--- src/rtl/flash_audio_reader.sv ---
// Reads one 32-bit word from flash and plays it as two signed 16-bit samples,
// low half first, one sample per audio-rate strobe.
module flash_audio_reader (
    input  logic               clk,
    input  logic               reset,
    input  logic               start_flash,
    input  logic [31:0]        byte_address,
    input  logic               sample_clk_en,
    input  logic               flash_mem_waitrequest,
    input  logic [31:0]        flash_mem_readdata,
    input  logic               flash_mem_readdatavalid,
    output logic               flash_mem_read,
    output logic [22:0]        flash_mem_address,
    output logic [3:0]         flash_mem_byteenable,
    output logic signed [15:0] audio_data,
    output logic               audio_done,
    output logic               read_error
);

    typedef enum logic [2:0] {
        S_IDLE,
        S_REQ,
        S_WAIT_DATA,
        S_WAIT_S0,
        S_WAIT_S1,
        S_DONE
    } state_t;

    // Watchdog value whose increment lands on 255, i.e. the last cycle before giving up.
    localparam logic [7:0] WDOG_LAST = 8'd254;

    state_t             state_q, state_d;
    logic [22:0]        addr_q, addr_d;
    logic [31:0]        word_q, word_d;
    logic signed [15:0] audio_q, audio_d;
    logic [7:0]         wdog_q, wdog_d;
    logic               err_q, err_d;

    logic unused_addr_bits;
    assign unused_addr_bits = ^{byte_address[31:25], byte_address[1:0]};

    always_ff @(posedge clk or posedge reset) begin
        if (reset) begin
            state_q <= S_IDLE;
            addr_q  <= '0;
            word_q  <= '0;
            audio_q <= '0;
            wdog_q  <= '0;
            err_q   <= 1'b0;
        end else begin
            state_q <= state_d;
            addr_q  <= addr_d;
            word_q  <= word_d;
            audio_q <= audio_d;
            wdog_q  <= wdog_d;
            err_q   <= err_d;
        end
    end

    always_comb begin
        state_d = state_q;
        addr_d  = addr_q;
        word_d  = word_q;
        audio_d = audio_q;
        wdog_d  = wdog_q;
        err_d   = err_q;
        case (state_q)
            S_IDLE: begin
                if (start_flash) begin
                    addr_d  = byte_address[24:2];
                    wdog_d  = '0;
                    state_d = S_REQ;
                end
            end
            S_REQ: begin
                wdog_d = wdog_q + 8'd1;
                if (wdog_q == WDOG_LAST) begin
                    err_d   = 1'b1;
                    word_d  = '0;
                    state_d = S_WAIT_S0;
                end else if (!flash_mem_waitrequest) begin
                    state_d = S_WAIT_DATA;
                end
            end
            S_WAIT_DATA: begin
                wdog_d = wdog_q + 8'd1;
                // Data arriving on the final watchdog cycle is still taken.
                if (flash_mem_readdatavalid) begin
                    word_d  = flash_mem_readdata;
                    state_d = S_WAIT_S0;
                end else if (wdog_q == WDOG_LAST) begin
                    err_d   = 1'b1;
                    word_d  = '0;
                    state_d = S_WAIT_S0;
                end
            end
            S_WAIT_S0: begin
                if (sample_clk_en) begin
                    audio_d = $signed(word_q[15:0]);
                    state_d = S_WAIT_S1;
                end
            end
            S_WAIT_S1: begin
                if (sample_clk_en) begin
                    audio_d = $signed(word_q[31:16]);
                    state_d = S_DONE;
                end
            end
            S_DONE: begin
                state_d = S_IDLE;
            end
            default: begin
                state_d = S_IDLE;
            end
        endcase
    end

    assign flash_mem_read       = (state_q == S_REQ);
    assign flash_mem_address    = addr_q;
    assign flash_mem_byteenable = 4'hF;
    assign audio_data           = audio_q;
    assign audio_done           = (state_q == S_DONE);
    assign read_error           = err_q;

endmodule

--- config.mk ---
export PLATFORM = sky130hd
export DESIGN_NAME = flash_audio_reader
export DESIGN_NICKNAME = d
export VERILOG_FILES = /design/src/rtl/flash_audio_reader.sv
export SDC_FILE = /design/constraint.sdc
export NUM_CORES = 1
export LEC_CHECK = 0
export ABC_AREA = 1
export CAP_MARGIN = 20
export CELL_PAD_IN_SITES_DETAIL_PLACEMENT = 0
export CELL_PAD_IN_SITES_GLOBAL_PLACEMENT = 1
export CORE_ASPECT_RATIO = 0.7
export CORE_MARGIN = 2
export CORE_UTILIZATION = 25
export DETAILED_ROUTE_END_ITERATION = 10
export GPL_ROUTABILITY_DRIVEN = 0
export PLACE_DENSITY = 0.62
export SLEW_MARGIN = 20
export SYNTH_ARGS = -nofsm -noshare
export SYNTH_HDL_FRONTEND = slang
export SYNTH_SLANG_ARGS = --single-unit
export TNS_END_PERCENT = 100
--- constraint.sdc ---
create_clock -name clk -period 3.8 [get_ports clk]
set_input_delay 0.76 -clock clk [delete_from_list [all_inputs] [get_ports clk]]
set_output_delay 0.76 -clock clk [all_outputs]
set_load 0.02 [all_outputs]
# ---- Word-level counts from Yosys, hierarchy flattened
# Index checks and enable logic that the tools add are counted.
dict set report totals {
  regBits 83
  in_bits 70
  out_inout_bits 46
}
dict set report classes {
  n_addsub 1
  eq_ne 12
  muxes 19
  reduce_logical 10
}
# op n
set ops {}
lappend ops {{$mux W32} 2}
lappend ops {{$pmux W32 S2} 1}
lappend ops {{$mux W16} 2}
lappend ops {{$pmux W16 S2} 1}
lappend ops {{$mux W3} 7}
lappend ops {{$pmux W8 S2} 1}
lappend ops {{$pmux W3 S5} 1}
lappend ops {{$add A8 B1 Y8 const B} 1}
lappend ops {{$eq A8 B8 Y1 const B} 1}
lappend ops {{$mux W8} 1}
lappend ops {{$ne A2 B2 Y1 const B} 4}
lappend ops {{$eq A3 B2 Y1 const B} 2}
lappend ops {{$eq A3 B3 Y1 const B} 2}
lappend ops {{$reduce_and A2 Y1} 3}
lappend ops {{$reduce_bool A2 Y1} 3}
lappend ops {{$reduce_and A5 Y1} 1}
lappend ops {{$eq A3 B1 Y1 const B} 1}
lappend ops {{$logic_not A3 Y1} 1}
lappend ops {{$ne A3 B2 Y1 const B} 1}
lappend ops {{$ne A3 B3 Y1 const B} 1}
lappend ops {{$reduce_and A3 Y1} 1}
lappend ops {{$mux W1} 2}
lappend ops {{$pmux W1 S2} 1}
lappend ops {{$reduce_or A2 Y1} 1}

# ---- Logic depth before layout (Yosys ltp)
# Gate-level depths: netlist of the first run.
dict set report logic_depth {
  depth_word 4
  ltp_mapped 10
  depth_no_buf 9
}

# ---- Worst setup path after synthesis of the first run
# No wires, ideal clock.
dict set report synth_timing {
  kind {reg-to-output}
  startpoint {register state_q[2]}
  endpoint {output port flash_mem_read}
  arrival_time_ps 936
  t_required_ps 3040
  slack_ps 2104
  path_stages_with_launch 3
  n_path_buf 1
  cell_sequence {dfrtp_1 > buf_4 > nor2_1}
}
dict set report synth_between {
  elab_chain_len 1
}
# element line_no
set synth_lines {}
lappend synth_lines {{start, declared} 32} ;# state_t state_q, state_d;
lappend synth_lines {{start signal, assigned} 51} ;# state_q <= state_d;
lappend synth_lines {{$eq A3 B1 Y1} 118} ;# assign flash_mem_read = (state_q == S_REQ);
lappend synth_lines {{end, declared} 12} ;# output logic flash_mem_read,
# No other way between the ends.

# ---- Worst setup path after layout of the first run
dict set report layout_timing {
  startpoint {register state_q[1]}
  endpoint {output port flash_mem_read}
}
# The elaborated chain is that of the path after synthesis.

==> summary.txt, run 1 <==
Global routing
  – Largest net degree at the start of global routing: 38
  – Vias in the first global route: 3256
  – Aggregate global routing overflow: 0
  – Antenna violations before repair: 0
  – Tot GR Track Use: approximately an eighth
  – First-pass GRT wire length: between 15 and 20 mm

Final layout
  – Fill cells: roughly 1600
  – Non-Filler Instances: roughly 770
  – Layout area overhead: 35.93%
  – Cell area after layout: roughly 0.0053 sq mm
  – Footprint of the multi-input gates: between 0.001 and 0.0015 sq mm
  – Final #Nets: between 600 and 700
  – Layout cells sized above 1: roughly 8.9%
  – ANT cells: 0
  – Reg area: between 0.002 and 0.0025 sq mm
  – Util after Layout: between 30% and 40%

STA
  – Final Worst Setup Slack: about 1.2 ns
  – # setup viols final: 0
  – Unrepaired setup endpoints after global routing: no
  – Maximum clock rate: a little under 400 MHz
  – Final number of hold-violating endpoints: 0
  – Crit path time final: 2.592 ns
  – Final period utilization: between 60 and 70%
  – Setup TNS: 0 ns
  – Rel. slew slack: about a third
  – Slew Viols, Final: 0
  – Clk_skew: between 0.006 and 0.007 ns
  – Worst-Margin Slew: 0.9762 ns
  – Hold_ws: roughly 0.47 ns

CTS
  – Worst-path clk slew: ~0.070 ns
  – H-tree depth: 3
  – # hold bufs at CTS: 0
  – Root Buffer: clkbuf_16
  – Max Root-Sink Buffers: 2
  – Sink Count: 83
  – Resized Gates After CTS: 0
  – Post-CTS Setup Bufs: 0
  – TritonCTS Buffers: 9
  – CTS tree: built
  – Worst skew pair latency: around 0.34 ns

Power and ir drop
  – Psw: 1.778 mW
  – Leak pwr: ~2.6 nW
  – Total Power: between 4 and 5 mW
  – Max IR drop VDD: 0.2558 mV
  – Reg power frac: a little under two fifths
  – Clock share of power: 19.3%
  – Power Density: ~810 mW/mm^2
  – Comb power frac: between 40% and 50%
  – Int Pwr: approximately 2.5 mW
  – Switching part of the total: 41.17%

Logic synthesis
  – Synthesis Warnings: 0
  – Avg Inst Size Synth: 8.300 sq um
  – Ys flop type: dfrtp_1
  – Ys async rst share: 100.0%
  – Main area contributors after synthesis: dfrtp_1 (53%), nand2_1 (20%), nand3_1 (8.2%), inv_1 (3.4%), o21ai_2 (3.4%)
  – Post-synthesis sequential area ratio: between 50% and 60%
  – #FFs+latches synth: 83
  – Synth area leader: dfrtp_1
  – Synthesized cell area: slightly below 0.004 sq mm
  – Synth top area share: between 50% and 60%
  – Dominant cell by count in the synthesized netlist: nand2_1
  – Post-synthesis cell type count: 28
  – EDFF count, synth: 0
  – Synth top cells by count: nand2_1 (206), dfrtp_1 (83), nand3_1 (64)
  – Cells after Synth: 472

Setup path
  – Crit Path Class: reg -> out
  – Worst Setup EP: flash_mem_read
  – R2R Path Start: state_q[1]
  – Critical Path End Type: primary output
  – Worst setup path startpoint: state_q[1]
  – Critical Path AT: about 1.8 ns
  – Data required time of the worst path: 3.04 ns
  – Worst Path Max Fanout: 4
  – Setup slack, reg-to-reg: 1.65 ns
  – Critical R2R Capture: flash_mem_address[20]
  – Critical Path Source Type: register
  – Reg2Reg Depth: 7

Run status
  – Outcome: complete, no violations

Route
  – Top sig layer: met4
  – Met1 wire length: between 4 and 5 mm
  – Via count: 3292
  – DRC violations left: 0
  – DR WL/cell: roughly 13 microns
  – Routed wl met2: 4.291 mm
  – Pre-antenna DRT Iters: 4
  – Routed vias/inst: 4.259
  – ANT nets after route: 0
  – Final wirelength: slightly above 10 mm
  – DR WL met3: about 840 microns
  – Iter 0 DRT Violations: 120

Floorplan
  – Die ar.: about 0.017 sq mm
  – Die X: approximately 150 microns
  – Rows: 38
  – Top-Level Pins: roughly 120
  – Starting Density: approximately a quarter
  – Die Y-Extent: approximately 110 microns
  – CORE AREA: ~0.015 sq mm

Placed design
  – Post-DP Area: approximately 0.0050 sq mm
  – Pre-CTS WS: around 1.1 ns
  – Detailed Place HPWL: approximately 6.9 mm
  – Input/output buffers: 102
  – DP Cell Count: around 760

Flow run
  – Max cap viols: 0

Worst hold path
  – Hold WC Path Type: reg -> reg
power groups by stage:
| stage | clock network, mW | registers (mW) | logic [mW] |
|---|---|---|---|
| finish | 0.834 | 1.58 | 1.90 |
| global route | 0.903 | 1.64 | 2.14 |
| CTS | 0.862 | 1.59 | 1.92 |
| detailed placement | 0 | 1.59 | 1.92 |
| global placement | 0 | 1.58 | 1.90 |
| floorplan | 0 | 1.77 | 1.06 |
critical path: stages, from the launching register on:
cell	delay [ns]
dfrtp_1	0.45
inv_2	0.11
nand2_1	0.07
nor2_1	0.20
clkdlybuf4s50_1	0.66
sequential cells by signal, indices dropped and copies added, names as in the netlist:
| signal | flops |
|---|---|
| state_q | 3 |
| word_q | 32 |
| audio_data | 16 |
| flash_mem_address | 23 |
| wdog_q | 8 |
| read_error | 1 |
placed cells by master, fill, tap and decap left out, types with 3 or more instances in the layout:
master           Yosys  final
conb_1               1      4
o21ai_2             15     15
nor2_1               7      7
clkbuf_16            0      9
clkdlybuf4s50_1      0    102
nor2_2               3      3
inv_2                3      3
dfrtp_1             83     83
buf_4               10      5
nand3_1             64     64
o21ai_0              7      7
nand2_4              3      3
nand2_1            206    206
inv_1               36     35
how the worst min path moves through the flow:
stage                          startpoint  cells past startpoint               endpoint  slack (ns)
floorplan                       word_q[0]                      2              word_q[0]        0.44
global placement    flash_mem_address[18]                      2  flash_mem_address[18]        0.45
detailed placement             word_q[30]                      2             word_q[30]        0.46
CTS                            word_q[12]                      2             word_q[12]        0.48
global route                   word_q[30]                      2             word_q[30]        0.48
finish                         word_q[17]                      2             word_q[17]        0.47
cell families (layout without fill, tap and decap cells):
logic type      count (synthesis)  count (layout)  synth area share, %
buf+inv                        65             163                9.006
flops                          83              83                53.02
other cells                     1               4              0.09572
xor+xnor                        1               1               0.2236
fa+ha+maj                       2               2               0.6387
simple gates                  291             291                31.46
compound gates                 29              29                5.557
routing by layer:
metal | GRT usage [%] | vias to the layer above
met5 | 0 | -
met4 | 3.342 | 0
met3 | 5.405 | 8
met2 | 19.27 | 98
met1 | 17.19 | 1531
li1 | - | 1655
layout make-up:
cell class | instances | area share [%]
multi-input cells | 327 | 28.15
flip-flops and latches | 83 | 39.00
repair buffers | 108 | 20.16
well taps | 200 | 4.699
inverters | 39 | 2.773
clock buffers | 10 | 4.300
clock inverters | 6 | 0.9164
No activity file was read; power rests on OpenSTA's default activity.
==> run 2: changes to the inputs <==
--- a/config.mk
+++ b/config.mk
@@ -14,7 +14,7 @@
 export CORE_UTILIZATION = 25
 export DETAILED_ROUTE_END_ITERATION = 10
 export GPL_ROUTABILITY_DRIVEN = 0
-export PLACE_DENSITY = 0.62
+export PLACE_DENSITY = 0.65
 export SLEW_MARGIN = 20
 export SYNTH_ARGS = -nofsm -noshare
 export SYNTH_HDL_FRONTEND = slang
==> constraint.sdc (replaced) <==
create_clock -name clk -period 2.2 [get_ports clk]
set_input_delay 0.44 -clock clk [delete_from_list [all_inputs] [get_ports clk]]
set_output_delay 0.44 -clock clk [all_outputs]
set_load 0.02 [all_outputs]
==> summary.txt, run 2 (synthesis gave the netlist of run 1 again) <==
Run status
  – Outcome: complete, no violations

Floorplan
  – Rows: 38 (unchanged)
  – Die Y-Extent: 108.7 microns (unchanged)
  – Top-Level Pins: 116 (unchanged)
  – CORE AREA: 0.01540 sq mm (unchanged)
  – Die ar.: 0.01670 sq mm (unchanged)
  – Die X: 153.6 microns (unchanged)
  – Starting Density: 25.43% (unchanged)

Final layout
  – Reg area: 0.002077 sq mm (unchanged)
  – Non-Filler Instances: 776 (+0.39%)
  – Max FFs per register: 32 (unchanged)
  – Final #Nets: 643 (+0.47%)
  – ANT cells: 0 (unchanged)
  – Fill cells: 1597 (-2.3%)
  – Footprint of the multi-input gates: 0.001499 sq mm (unchanged)
  – Most frequent cells in the layout: nand2_1 (206), clkdlybuf4s50_1 (101), dfrtp_1 (83)
  – Commonest non-fill, non-tap cell in the layout: nand2_1
  – Top reg by flops: word_q
  – Layout area overhead: 38.42%
  – Layout cells sized above 1: 9.549% (+0.65 points)
  – Cell area after layout: 0.005423 sq mm (+1.8%)
  – Util after Layout: 35.20% (+0.63 points)

STA
  – Clk_skew: 0.01067 ns (+0.003850 ns)
  – Slew Viols, Final: 0 (unchanged)
  – Crit path time final: around 2.1 ns
  – Unrepaired setup endpoints after global routing: no
  – Maximum clock rate: approximately 480 MHz
  – Final number of hold-violating endpoints: 0 (unchanged)
  – # setup viols final: 0 (unchanged)
  – Final Worst Setup Slack: 0.1003 ns (-1.107 ns)
  – Rel. slew slack: 59.96% (+25 points)
  – Setup TNS: 0 ns (unchanged)
  – Worst-Margin Slew: 0.5984 ns (-0.3777 ns)
  – Final period utilization: ~95%
  – Hold_ws: 0.4577 ns (-0.01443 ns)

Power and ir drop
  – Power Density: 1416 mW/mm^2 (+75%)
  – Max IR drop VDD: 0.5214 mV (+100%)
  – Leak pwr: 2.617 nW (+2.1%)
  – Total Power: 7.680 mW (+78%)

CTS
  – TritonCTS Buffers: 9 (unchanged)
  – H-tree depth: 3 (unchanged)
  – Sink Count: 83 (unchanged)
  – CTS tree: built
  – Worst skew pair latency: 0.33 ns (about the same)
  – Root Buffer: clkbuf_16
  – Worst-path clk slew: 0.07 ns (about the same)
  – Max Root-Sink Buffers: 2 (unchanged)

Placed design
  – Input/output buffers: 102 (unchanged)
  – Post-DP Area: 0.005102 sq mm (+1.4%)
  – DP Cell Count: 760 (+0.53%)
  – Detailed Place HPWL: 6.924 mm (+0.91%)
  – Pre-CTS WS: 0.2713 ns (-0.8645 ns)

Setup path
  – Critical Path AT: 1.66 ns (-0.17 ns)
  – Data required time of the worst path: 1.76 ns (-1.28 ns)
  – Worst Path Max Fanout: 4 (unchanged)
  – Critical Path Source Type: register
  – Critical Path End Type: primary output
  – Crit Path Class: reg -> out

Route
  – DRC violations left: 0 (unchanged)
  – Via count: 3253 (-1.2%)
  – DR WL/cell: 12.78 microns (-3.0%)
  – Routed vias/inst: 4.192 (-1.6%)
  – ANT nets after route: 0 (unchanged)
  – Iter 0 DRT Violations: 141 (+18%)
  – Pre-antenna DRT Iters: 4 (unchanged)
  – Final wirelength: 9.919 mm (-2.6%)

Global routing
  – Antenna violations before repair: 0 (unchanged)
  – First-pass GRT wire length: 16.76 mm (-0.69%)
  – Vias in the first global route: 3223 (-1.0%)
  – Largest net degree at the start of global routing: 36 (-5.3%)
  – Tot GR Track Use: 12.56% (-0.29 points)
  – Aggregate global routing overflow: 0 (unchanged)

Flow run
  – Max cap viols: 0 (unchanged)

Worst hold path
  – Hold WC Path Type: in -> async
## run 2: power breakdown
part | internal, mW | total (mW) | switching (mW)
clock network | 1.00 | 1.64 | 0.640
logic | 1.36 | 3.30 | 1.94
registers | 2.26 | 2.74 | 0.475
## run 2: path summary, 6_finish.rpt
path / depth (start not counted) / end / slack (ns) / startpoint
setup / recovery: 4 / audio_done / 0.10 / state_q[1]
setup reg to reg: 9 / word_q[23] / 0.45 / wdog_q[0]
hold reg to reg: 2 / flash_mem_address[11] / 0.47 / flash_mem_address[11]
min in group clk: 2 / flash_mem_address[11] / 0.47 / flash_mem_address[11]
max in group asynchronous: 3 / word_q[20] / 1.24 / reset
hold / removal: 2 / state_q[2] / 0.46 / reset
## run 2: area by class of cell
class	instances	share of cell area, %
Tap cell	200	4.615
Clock inverter	7	1.777
Clock buffer	9	4.153
Inverter	39	2.769
Sequential cell	83	38.30
Timing Repair Buffer	111	20.74
Multi-Input combinational cell	327	27.64
## run 2: what timing repair did
| action | in CTS | in global routing |
|---|---|---|
| hold buffers | 0 | 0 |
| buffers inserted | 0 | 0 |
| gates resized for setup | 1 | 0 |
| endpoints found under the setup margin | 1 | 0 |
## run 2: critical path, stage by stage (launching register included)
cell,delay [ns]
dfrtp_1,0.45
inv_2,0.11
nand2_1,0.07
nor2_1,0.10
clkdlybuf4s50_1,0.60
## run 2: metal layers
layer | GRT usage (%) | share of wire (%) | wire (microns) | vias up
met3 | 4.889 | 8.0 | 789 | 6
met4 | 2.359 | 0.52 | 52 | 0
met5 | 0 | 0 | 0 | -
met2 | 17.78 | 41 | 4049 | 106
li1 | - | - | - | 1664
met1 | 18.20 | 51 | 5027 | 1477
